===== config.mk =====
export PLATFORM = sky130hd
export DESIGN_NAME = scaler_interp_seq
export DESIGN_NICKNAME = d
export VERILOG_FILES = /design/src/rtl/scaler_interp_seq_pkg.sv /design/src/rtl/scaler_interp_seq_valid_delay_line.sv /design/src/rtl/scaler_interp_seq.sv
export SDC_FILE = /design/constraint.sdc
export NUM_CORES = 1
export LEC_CHECK = 0
export CAP_MARGIN = 5
export CELL_PAD_IN_SITES_DETAIL_PLACEMENT = 0
export CELL_PAD_IN_SITES_GLOBAL_PLACEMENT = 1
export CORE_ASPECT_RATIO = 0.75
export CORE_MARGIN = 5
export CORE_UTILIZATION = 44
export CTS_BUF_LIST = sky130_fd_sc_hd__clkbuf_16
export DETAILED_ROUTE_END_ITERATION = 7
export GPL_ROUTABILITY_DRIVEN = 0
export PLACE_DENSITY_LB_ADDON = 0.1
export SYNTH_ARGS = -nofsm -noshare
export SYNTH_HDL_FRONTEND = slang
export SYNTH_SLANG_ARGS = --single-unit

===== constraint.sdc =====
create_clock -name CLK_i -period 3.9 [get_ports CLK_i]
set_clock_uncertainty 0.15 [all_clocks]
set_input_delay 0.39 -clock CLK_i [delete_from_list [all_inputs] [get_ports CLK_i]]
set_output_delay 0.39 -clock CLK_i [all_outputs]
set_load 0.03 [all_outputs]

===== src/rtl/scaler_interp_seq_pkg.sv =====
// Shared opcode encodings and sequencer state encoding for the horizontal
// upscaler sequencer and its mult_add_2 datapath.
package scaler_interp_seq_pkg;

    localparam logic [1:0] INOP_NOP         = 2'b00;
    localparam logic [1:0] INOP_NORMAL      = 2'b01;
    localparam logic [1:0] INOP_FIR_MODE    = 2'b10;

    localparam logic [1:0] CALCOP_NORMAL    = 2'b00;
    localparam logic [1:0] CALCOP_BYPASS_A0 = 2'b01;
    localparam logic [1:0] CALCOP_BYPASS_A1 = 2'b10;

    typedef enum logic [2:0] {
        ST_IDLE   = 3'd0,
        ST_PRIME0 = 3'd1,
        ST_PRIME1 = 3'd2,
        ST_RUN    = 3'd3,
        ST_DONE   = 3'd4
    } seq_state_e;

endpackage


===== src/rtl/scaler_interp_seq_valid_delay_line.sv =====
// Fixed-depth 1-bit shift register that re-times the pixel valid flag to the
// datapath output.
module valid_delay_line #(
    parameter int DEPTH = 3
) (
    input  logic CLK_i,
    input  logic nRST_i,
    input  logic valid_i,
    output logic valid_o
);

    logic [DEPTH-1:0] pipe_q;

    always_ff @(posedge CLK_i or negedge nRST_i) begin
        if (!nRST_i) begin
            pipe_q <= '0;
        end else begin
            pipe_q <= {pipe_q[DEPTH-2:0], valid_i};
        end
    end

    assign valid_o = pipe_q[DEPTH-1];

endmodule


===== src/rtl/scaler_interp_seq.sv =====
// Sequencer for linear horizontal upscaling: primes the 2-tap datapath from a
// show-ahead sample buffer, then issues one weighted pixel per cycle.
module scaler_interp_seq
    import scaler_interp_seq_pkg::*;
#(
    parameter int WEIGHT_W  = 8,
    parameter int PHASE_W   = 12,
    parameter int COUNT_W   = 11,
    parameter int POST_REGS = 0
) (
    input  logic                CLK_i,
    input  logic                nRST_i,
    input  logic                line_start_i,
    input  logic [COUNT_W-1:0]  in_len_i,
    input  logic [COUNT_W-1:0]  out_len_i,
    input  logic [PHASE_W-1:0]  step_i,
    input  logic                sample_avail_i,
    output logic                sample_rd_o,
    output logic [1:0]          inopcode_o,
    output logic [1:0]          calcopcode_o,
    output logic [WEIGHT_W-1:0] weight_b0_o,
    output logic [WEIGHT_W-1:0] weight_b1_o,
    output logic                out_valid_o,
    output logic                res_valid_o,
    output logic                busy_o,
    output logic                line_done_o,
    output logic [2:0]          dbg_state_o
);

    localparam int MA_LAT = 3 + POST_REGS;
    localparam logic [COUNT_W:0] ONE = (COUNT_W+1)'(1);
    localparam logic [COUNT_W:0] TWO = (COUNT_W+1)'(2);

    seq_state_e          state_q, state_d;
    logic [COUNT_W-1:0]  in_len_q, in_len_d;
    logic [COUNT_W-1:0]  out_len_q, out_len_d;
    logic [COUNT_W-1:0]  k_q, k_d;
    logic [COUNT_W-1:0]  cnt_q, cnt_d;
    logic [PHASE_W-1:0]  f_q, f_d;
    logic                shift_q, shift_d;
    logic [1:0]          inop_q, inop_d;
    logic [1:0]          calc_q, calc_d;
    logic [WEIGHT_W-1:0] b0_q, b0_d;
    logic [WEIGHT_W-1:0] b1_q, b1_d;
    logic                valid_q, valid_d;
    logic                done_q, done_d;

    logic [PHASE_W:0]    phase_sum;
    logic [COUNT_W:0]    k_ext;
    logic [COUNT_W:0]    len_ext;
    logic [WEIGHT_W-1:0] w;
    logic                at_edge;

    // {k_q, f_q} is the phase of the next pixel; shift_q says that pixel needs a new sample.
    assign phase_sum = {1'b0, f_q} + {1'b0, step_i};
    assign k_ext     = {1'b0, k_q};
    assign len_ext   = {1'b0, in_len_q};
    assign w         = f_q[PHASE_W-1 -: WEIGHT_W];
    assign at_edge   = (k_q == in_len_q - 1'b1);

    always_comb begin
        state_d   = state_q;
        in_len_d  = in_len_q;
        out_len_d = out_len_q;
        k_d       = k_q;
        cnt_d     = cnt_q;
        f_d       = f_q;
        shift_d   = shift_q;
        inop_d    = INOP_NOP;
        calc_d    = CALCOP_NORMAL;
        b0_d      = '0;
        b1_d      = '0;
        valid_d   = 1'b0;
        done_d    = 1'b0;

        if (line_start_i) begin
            in_len_d  = in_len_i;
            out_len_d = out_len_i;
            k_d       = '0;
            cnt_d     = '0;
            f_d       = '0;
            shift_d   = 1'b0;
            if (in_len_i == '0 || out_len_i == '0) begin
                done_d  = 1'b1;
                state_d = ST_IDLE;
            end else begin
                state_d = ST_PRIME0;
            end
        end else begin
            case (state_q)
                ST_PRIME0: begin
                    if (sample_avail_i) begin
                        inop_d  = INOP_FIR_MODE;
                        state_d = (in_len_q == COUNT_W'(1)) ? ST_RUN : ST_PRIME1;
                    end
                end
                ST_PRIME1: begin
                    if (sample_avail_i) begin
                        inop_d  = INOP_FIR_MODE;
                        state_d = ST_RUN;
                    end
                end
                ST_RUN: begin
                    if (!(shift_q && !sample_avail_i)) begin
                        valid_d = 1'b1;
                        inop_d  = shift_q ? INOP_FIR_MODE : INOP_NOP;
                        if (at_edge) begin
                            calc_d = CALCOP_BYPASS_A0;
                        end else if (w == '0) begin
                            calc_d = CALCOP_BYPASS_A1;
                        end else begin
                            calc_d = CALCOP_NORMAL;
                            b0_d   = w;
                            b1_d   = -w;
                        end
                        // k saturates at the last sample; only samples up to in_len-1 are ever fetched.
                        f_d     = phase_sum[PHASE_W-1:0];
                        shift_d = phase_sum[PHASE_W] && (k_ext + TWO < len_ext);
                        if (phase_sum[PHASE_W] && (k_ext + ONE < len_ext)) begin
                            k_d = k_q + 1'b1;
                        end
                        cnt_d = cnt_q + 1'b1;
                        if (cnt_q == out_len_q - 1'b1) begin
                            state_d = ST_DONE;
                        end
                    end
                end
                ST_DONE: begin
                    done_d  = 1'b1;
                    state_d = ST_IDLE;
                end
                default: begin
                    state_d = ST_IDLE;
                end
            endcase
        end
    end

    always_ff @(posedge CLK_i or negedge nRST_i) begin
        if (!nRST_i) begin
            state_q   <= ST_IDLE;
            in_len_q  <= '0;
            out_len_q <= '0;
            k_q       <= '0;
            cnt_q     <= '0;
            f_q       <= '0;
            shift_q   <= 1'b0;
            inop_q    <= INOP_NOP;
            calc_q    <= CALCOP_NORMAL;
            b0_q      <= '0;
            b1_q      <= '0;
            valid_q   <= 1'b0;
            done_q    <= 1'b0;
        end else begin
            state_q   <= state_d;
            in_len_q  <= in_len_d;
            out_len_q <= out_len_d;
            k_q       <= k_d;
            cnt_q     <= cnt_d;
            f_q       <= f_d;
            shift_q   <= shift_d;
            inop_q    <= inop_d;
            calc_q    <= calc_d;
            b0_q      <= b0_d;
            b1_q      <= b1_d;
            valid_q   <= valid_d;
            done_q    <= done_d;
        end
    end

    valid_delay_line #(
        .DEPTH(MA_LAT)
    ) u_res_valid (
        .CLK_i  (CLK_i),
        .nRST_i (nRST_i),
        .valid_i(valid_q),
        .valid_o(res_valid_o)
    );

    assign sample_rd_o  = (inop_q == INOP_FIR_MODE);
    assign inopcode_o   = inop_q;
    assign calcopcode_o = calc_q;
    assign weight_b0_o  = b0_q;
    assign weight_b1_o  = b1_q;
    assign out_valid_o  = valid_q;
    assign line_done_o  = done_q;
    assign busy_o       = (state_q != ST_IDLE);
    assign dbg_state_o  = state_q;

endmodule


==> impl_metrics.ini, run 1 <==
[timing]
setup_viol = 0
rsz0062_at_grt = no
hold_ws_ps = -30.74
period_share = 0.9259
finalWorstSetupSlack_ps = 289.0
tns_ps = 0
max_slew_margin = 0.3869
tightest_slew_ps = 911.2
slew_viol_final = 0
fmax_mhz = 276.9
fin_crit_ps = 3611
finalHoldViolations = 20

[clock_network]
clk-insertion-delay-late_ps = 340
cts_buffers = 9
cts_root_buf = clkbuf_16
clock_path_buffers = 2
cts.repair.resized = 0
htree_levels = 3
cts.sinks = 83
tritoncts = yes
clk_pin_slew_ps = 60
hold_buffers = 0
post-cts-setup-buffers = 0

[pwr]
internal_power_w = 0.001774
irDropWorstVdd_uv = 258.9
leakage_nw = 2.955
power_density_nw_per_um2 = 358.6
p_switching_w = 0.0006529
p_sw_frac = 0.2690
pwr-share-comb = 0.176
seqPwrFrac = 0.394
total_power_w = 0.002427
pwr-share-clk = 0.430

[layout]
diodes = 0
synthToLayoutAreaGrowth_pct = 18.49
nets = 751
final_area_um2 = 6768
final_cell_mix = dfrtp_1, clkdlybuf4s50_1, nor2_1
drive_gt1_frac = 0.08876
final_util = 0.5272
layout_commonest_cell = dfrtp_1

[floorplanning]
fp.dieW_um = 141.6
initial_utilization = 0.4449
io_pins = 66
die_y_um = 108.7
die-area_um2 = 15380
row_count = 36
core_area_um2 = 12840

[setup_path]
required_ps = 3980
timing.rr.start = k_q[1]
critPathMaxFanout = 13
crit_type = reg2reg
cp.arrival_ps = 3690
critPathLaunchType = flip-flop
cp-startpoint = k_q[1]
reg2reg_to = k_q[2]
end_kind = flip-flop
worstRegToRegCells = 12
r2r_setup_slack_ps = 290
endpoint = k_q[2]

[global_route]
grt_max_degree = 68
grt_pass1_vias = 4425
grt_pass1_wl_mm = 23.15
overflow = 0
gr-usage-all-layers = 0.1873
antenna_found_initial = 0

[run]
cap_violations = 0

[yosys]
synth_xor_area_frac = 0.09047
synth_area_um2 = 5712
synthMuxAreaShare = 0.03899
synth-simple-area-share = 0.2105
synth_cell_types = 73
ys_seq_elements = 83
synth-compound-area-share = 0.1516
yosysSeqAreaShare = 0.3636
ys_warn_count = 0
synth_top_family_by_area = simple AND/OR/NAND/NOR gates
ys.flop_type = dfrtp_1
synth_adder_area_share = 0.09332
synth_nets = 708
syn_inst = 628
ys_async_sr_fraction = 1.000
synth_enable_flop_cells = 0
synth_area_per_cell_um2 = 9.095

[placed_design]
dpl_cell_area_um2 = 6400
portBuffers = 64
dp_hpwl_mm = 10.46
post-place-ws_ps = 217.0

[hold_path]
min_path_type = in2async

[detailed_routing]
drc_errors = 0
wirelength_mm = 13.97
postRouteAntennaNets = 0
vias = 4602
drtIter0Drc = 372
dr.pass1.iters = 5
avgRoutedWirePerCell_um = 16.49
vias_per_cell = 5.433

[run_status]
failed_checks = negative hold slack
status = finished, violations left
-- power groups by stage --
stage,Combinational (W),Sequential [W],Clock [W]
finish,0.000427,0.000956,0.00104
global route,0.000478,0.000962,0.00111
CTS,0.000430,0.000955,0.00107
detailed placement,0.000427,0.000970,0
global placement,0.000422,0.000970,0
floorplan,0.000295,0.000955,0
-- cells in the mapped netlist, types with 6 or more instances --
library cell | count | area share
nor4_1 | 16 | 0.018
o21bai_1 | 6 | 0.0079
o21a_1 | 8 | 0.011
a21oi_1 | 21 | 0.018
nor3_1 | 20 | 0.018
ha_1 | 41 | 0.090
xor2_1 | 32 | 0.049
buf_2 | 10 | 0.0088
inv_1 | 26 | 0.017
a21o_1 | 6 | 0.0079
a31oi_1 | 6 | 0.0066
clkbuf_1 | 15 | 0.0099
nand3_1 | 19 | 0.017
nand2_1 | 55 | 0.036
dfrtp_1 | 83 | 0.36
nor2b_1 | 17 | 0.019
o21ai_0 | 44 | 0.039
mux2_2 | 18 | 0.035
nor2_1 | 57 | 0.037
nand2b_1 | 6 | 0.0066
xnor2_1 | 27 | 0.041
-- critical path, cell delays in order (launching register included) --
cell and delay [ps]:
dfrtp_1 470, ha_1 280, nand3_1 130, nor2_1 210, nand3_1 200, nor2_1 210
xor2_1 170, ha_1 260, a21o_1 190, a211oi_2 240, o21ai_2 230, nor4b_1 370
mux2_2 370
-- final cells by class --
type	count	area, µm²
Clock buffer	9	225.2
Clock inverter	7	141.4
Fill cell	1214	6070
Inverter	27	101.3
Multi-Input combinational cell	482	3344
Sequential cell	83	2078
Tap cell	171	214.0
Timing Repair Buffer	68	663.1
-- worst min-delay path by stage --
stage	start	end	slack, ps	cells past startpoint
floorplan	nRST_i	calcopcode_o[0]	-60	0
global placement	u_res_valid.pipe_q[0]	u_res_valid.pipe_q[1]	180	0
detailed placement	u_res_valid.pipe_q[1]	u_res_valid.pipe_q[2]	190	0
CTS	nRST_i	k_q[0]	9	1
global route	nRST_i	k_q[3]	60	1
finish	nRST_i	k_q[3]	-30	1
-- sequential cells by signal, summed over array words and instances, names as in the netlist --
name,count
dbg_state_o,3
calcopcode_o,2
out_valid_o,1
cnt_q,11
out_len_q,11
inopcode_o,1
shift_q,1
k_q,11
f_q,12
weight_b0_o,7
in_len_q,11
weight_b1_o,8
u_res_valid.pipe_q,3
line_done_o,1
-- logic make-up (layout without fill, tap and decap cells) --
logic type / count (synthesis) / in the layout
and+or+nand+nor: 230 / 230
AOI/OAI and AO/OA: 130 / 130
DFF: 83 / 83
buffers and inverters: 63 / 111
xor gates and xnor gates: 59 / 59
adders and majority gates: 42 / 42
muxes: 20 / 20
other: 1 / 1
-- layer usage --
metal,up-vias,global-route usage,routed length [µm]
li1,2298,-,-
met1,2187,0.2905,7358
met2,105,0.2696,5770
met3,12,0.03770,743
met4,0,0.03767,97
met5,-,0,0
-- stage by stage --
stage / instances / hold slack [ps]
2_1_floorplan: 628 / -55.59
3_3_place_gp: 831 / 184.2
3_5_place_dp: 831 / 186.4
4_1_cts: 847 / 8.842
5_1_grt: 847 / 55.39
6_report: 847 / -30.74
No activity file was read; power rests on OpenSTA's default activity.
==> run 2, diff against run 1 <==
Settings changed: CTS_BUF_LIST sky130_fd_sc_hd__clkbuf_16 to not set, SKIP_CTS_REPAIR_TIMING set to 1.
==> run 2 against run 1 <==
  * Largest cell class unchanged
  * The run still ends with negative hold slack left
  * Critical path depth stayed put
  * Fmax is 0.18% higher
  * Sequential share of layout area did not move
  * Non-clock buffer count stayed put
  * Highest routed layer unchanged
  * Worst setup slack improved by 6.4 ps
  * Routed wire length about the same
  * Die area unchanged
  * Count of clock-buffer cells in the layout increased by 1
==> impl_metrics.ini, run 2 (same netlist as run 1, synthesis figures left out) <==
[detailed_routing]
vias_per_cell = 5.425
wirelength_mm = 13.97
vias = 4595
dr.pass1.iters = 5
avgRoutedWirePerCell_um = 16.49
drc_errors = 0
drtIter0Drc = 371
postRouteAntennaNets = 0

[layout]
layout_commonest_cell = dfrtp_1
diodes = 0
drive_gt1_frac = 0.08876
final_area_um2 = 6768
fillers = 1214
final_cell_mix = dfrtp_1, clkdlybuf4s50_1, nor2_1
final_cells = 847
nets = 751
max_flop_register = f_q
synthToLayoutAreaGrowth_pct = 18.49
largest_reg_flops = 12

[timing]
fin_crit_ps = 3605
fmax_mhz = 277.4
hold_ws_ps = -30.00
period_share = 0.9243
tns_ps = 0
slew_viol_final = 0
tightest_slew_ps = 912.3
max_slew_margin = 0.3862
finalHoldViolations = 20
rsz0062_at_grt = no
setup_viol = 0

[setup_path]
end_kind = flip-flop
cp-startpoint = k_q[1]
endpoint = k_q[2]
timing.rr.start = k_q[1]
critPathMaxFanout = 13
cp.arrival_ps = 3680
required_ps = 3970
r2r_setup_slack_ps = 300
worstRegToRegCells = 12
critPathLaunchType = flip-flop
crit_type = reg2reg
reg2reg_to = k_q[2]

[floorplanning]
fp.dieW_um = 141.6
io_pins = 66
die-area_um2 = 15380
initial_utilization = 0.4449
row_count = 36
core_area_um2 = 12840
die_y_um = 108.7

[pwr]
p_switching_w = 0.0006507
irDropWorstVdd_uv = 258.9
pwr-share-comb = 0.176
power_density_nw_per_um2 = 358.7
leakage_nw = 2.951
p_sw_frac = 0.2681
pwr-share-clk = 0.430
internal_power_w = 0.001777
seqPwrFrac = 0.394
total_power_w = 0.002427

[clock_network]
tritoncts = yes
cts.sinks = 83
htree_levels = 3
clk_pin_slew_ps = 60
clk-insertion-delay-late_ps = 340
cts_buffers = 9
clock_path_buffers = 2
cts_root_buf = clkbuf_16

[placed_design]
placedCellCount = 831
dp_hpwl_mm = 10.46
dpl_cell_area_um2 = 6400
portBuffers = 64

[global_route]
met1_usage = 0.2905
grt_pass1_wl_mm = 23.15
grt_pass1_vias = 4425
antenna_found_initial = 0
grt_max_degree = 68
gr-usage-met2 = 0.2696
gr-usage-all-layers = 0.1873
grt_use_met3 = 0.03770
overflow = 0
grt_most_used_layer = met1

[run]
cap_violations = 0

[hold_path]
min_path_type = in2async

[run_status]
status = finished, violations left
failed_checks = negative hold slack
[run 2: cell types whose count changed in the layout (fill, tap and decap cells not counted)]
cell | before | now
clkbuf_1 | 0 | 1
inv_1 | 27 | 26
[run 2: per-layer routing]
layer,up-vias,share of wire
met3,10,0.052
met5,-,0
met4,0,0.0062
met2,101,0.42
met1,2185,0.52
li1,2299,-
[run 2: worst min-delay path by stage]
stage                          start               endpoint  slack, ps  cells after the start
6_report                      nRST_i                 k_q[3]        -30                      1
5_1_grt                       nRST_i                 k_q[3]         60                      1
4_1_cts                       nRST_i                 k_q[0]          9                      1
3_5_place_dp   u_res_valid.pipe_q[1]  u_res_valid.pipe_q[2]        190                      0
3_3_place_gp   u_res_valid.pipe_q[0]  u_res_valid.pipe_q[1]        180                      0
2_1_floorplan                 nRST_i        calcopcode_o[0]        -60                      0
[run 2: layout make-up]
type,instances,area [µm²],area share
timing repair buffer,68,663.1,0.09798
inverter,27,101.3,0.01498
sequential,83,2078,0.3071
multi-input combinational,482,3344,0.4942
clock buffer,10,229.0,0.03383
tap,171,214.0,0.03161
clock inverter,6,137.6,0.02034
[run 2: power groups by stage]
stage	combinational, W	clock, W	sequential [W]
finish	0.000427	0.00104	0.000956
CTS	0.000430	0.00107	0.000955
global route	0.000478	0.00111	0.000962
global placement	0.000422	0	0.000970
detailed placement	0.000427	0	0.000970
floorplan	0.000295	0	0.000955
[run 2: per-stage QoR]
step           worst slack [ps]    util
3_3_place_gp              359.0  0.4985
3_5_place_dp              217.0  0.4985
6_report                  295.4  0.5272
2_1_floorplan             719.7       -
4_1_cts                   208.3  0.5271
5_1_grt                   6.458  0.5272
[run 2: critical path, stage by stage (launching register included)]
cell and delay, ps:
dfrtp_1 470, ha_1 270, nand3_1 130, nor2_1 210, nand3_1 200, nor2_1 210
xor2_1 170, ha_1 260, a21o_1 190, a211oi_2 240, o21ai_2 220, nor4b_1 370
mux2_2 370
==> run 3, diff against run 2 <==
Settings changed: PLACE_DENSITY set to 0.87, PLACE_DENSITY_LB_ADDON 0.1 to not set.
==> run 3 against run 2 <==
  * The run now ends clean
  * Global-route usage about the same
  * Sequential cell count unchanged
  * Via count up 3.0%
  * Largest cell class unchanged
  * Hold slack improved by 110 ps
  * Combinational power is essentially flat
==> impl_metrics.ini, run 3 (same netlist as run 1, synthesis figures left out) <==
[timing]
finalHoldViolations = 0
rsz0062_at_grt = yes
tightest_slew_ps = 1088
setup_viol = 0
hold_ws_ps = 80.35
fin_crit_ps = 3568
slew_viol_final = 0
fmax_mhz = 280.3
tns_ps = 0
finalWorstSetupSlack_ps = 331.9
max_slew_margin = 0.2679
period_share = 0.9149

[layout]
final_cell_mix = dfrtp_1, clkdlybuf4s50_1, nor2_1
max_flop_register = f_q
diodes = 0
drive_gt1_frac = 0.08889
final_util = 0.5220
layout_commonest_cell = dfrtp_1
largest_reg_flops = 12
nets = 750
synthToLayoutAreaGrowth_pct = 17.33

[setup_path]
critPathMaxFanout = 13
required_ps = 3970
reg2reg_to = k_q[9]
r2r_setup_slack_ps = 330
worstPathBufferInverterCount = 0
path_cells = ha_1 -> nand3_1 -> nor2_1 -> nand3_1 -> nor2_2 -> xor2_1 -> ha_1 -> a21o_1 -> a211oi_2 -> o21ai_2 -> nor4b_2 -> mux2_2
critPathSlowestCell = dfrtp_1
critPathLaunchType = flip-flop
timing.rr.start = k_q[1]
cp.arrival_ps = 3640
worstRegToRegCells = 12
end_kind = flip-flop
critical_path.top_delay_family = simple AND/OR/NAND/NOR gates
crit_type = reg2reg
critPathMaxStageDelay_ps = 460

[pwr]
total_power_w = 0.002255
p_switching_w = 0.0006559
seqPwrFrac = 0.425
power_density_nw_per_um2 = 336.5
irDropWorstVdd_uv = 220.9
pwr-share-clk = 0.385
p_sw_frac = 0.2909
leakage_nw = 2.911
internal_power_w = 0.001599
pwr-share-comb = 0.191

[global_route]
gr-usage-all-layers = 0.1875
grt_use_met3 = 0.03814
overflow = 0
grt_max_degree = 84
grt_pass1_vias = 4726
gr-usage-met2 = 0.2892
grt_most_used_layer = met2
met1_usage = 0.2719
antenna_found_initial = 0
grt_pass1_wl_mm = 23.51

[placed_design]
dp_hpwl_mm = 10.39
post-place-ws_ps = 225.5
portBuffers = 64

[floorplanning]
die_y_um = 108.7
fp.dieW_um = 141.6
row_count = 36
initial_utilization = 0.4449
core_area_um2 = 12840
io_pins = 66
die-area_um2 = 15380

[clock_network]
clk-insertion-delay-late_ps = 340
cts_buffers = 9
clk_pin_slew_ps = 60
htree_levels = 3
tritoncts = yes
clock_path_buffers = 2
cts_root_buf = clkbuf_16
cts.sinks = 83

[run_status]
status = completed

[detailed_routing]
wirelength_mm = 13.96
vias = 4732
avgRoutedWirePerCell_um = 16.50
dr.pass1.iters = 5
drtIter0Drc = 308
vias_per_cell = 5.593
drc_errors = 0
postRouteAntennaNets = 0

[run]
cap_violations = 0

[hold_path]
min_path_type = in2async
[run 3: cell types whose count changed in the layout (fill, tap and decap cells not counted), sizes merged]
| cell | change |
|---|---|
| clkbuf | +1 |
| bufinv | -3 |
| buf | -1 |
| clkinvlp | +2 |
[run 3: power by group through the flow]
stage	clock network [W]	registers (W)	logic, W
after CTS	0.000884	0.000956	0.000432
after detailed placement	0	0.000970	0.000428
after global placement	0	0.000969	0.000415
after floorplan	0	0.000955	0.000295
after global routing	0.000920	0.000964	0.000479
final	0.000868	0.000957	0.000430
[run 3: worst max path at each step]
stage,from,endpoint,slack (ps),cells after the start
after CTS,k_q[2],k_q[9],190,12
after global placement,k_q[2],k_q[2],380,12
after global routing,k_q[1],k_q[7],-10,12
after detailed placement,k_q[2],k_q[2],230,12
final,k_q[1],k_q[9],330,12
after floorplan,k_q[1],k_q[5],720,13
[run 3: per-layer routing]
layer  vias up  part of all wire
met2       126              0.44
met1      2289              0.49
met5         -                 0
met3        19             0.054
met4         0             0.015
li1       2298                 -
[run 3: layout make-up]
class	count	area, µm²
sequential	83	2078
tap	171	214.0
clock inverter	5	62.56
multi-input combinational	482	3347
clock buffer	11	242.7
inverter	27	101.3
timing repair buffer	67	655.6
fill	1178	6136
[run 3: metrics by stage]
| stage | cells | cell area (µm²) |
|---|---|---|
| final | 846 | 6701 |
| after global routing | 846 | 6701 |
| after CTS | 846 | 6698 |
| after detailed placement | 830 | 6392 |
| after global placement | 830 | 6392 |
| after floorplan | 628 | 5712 |
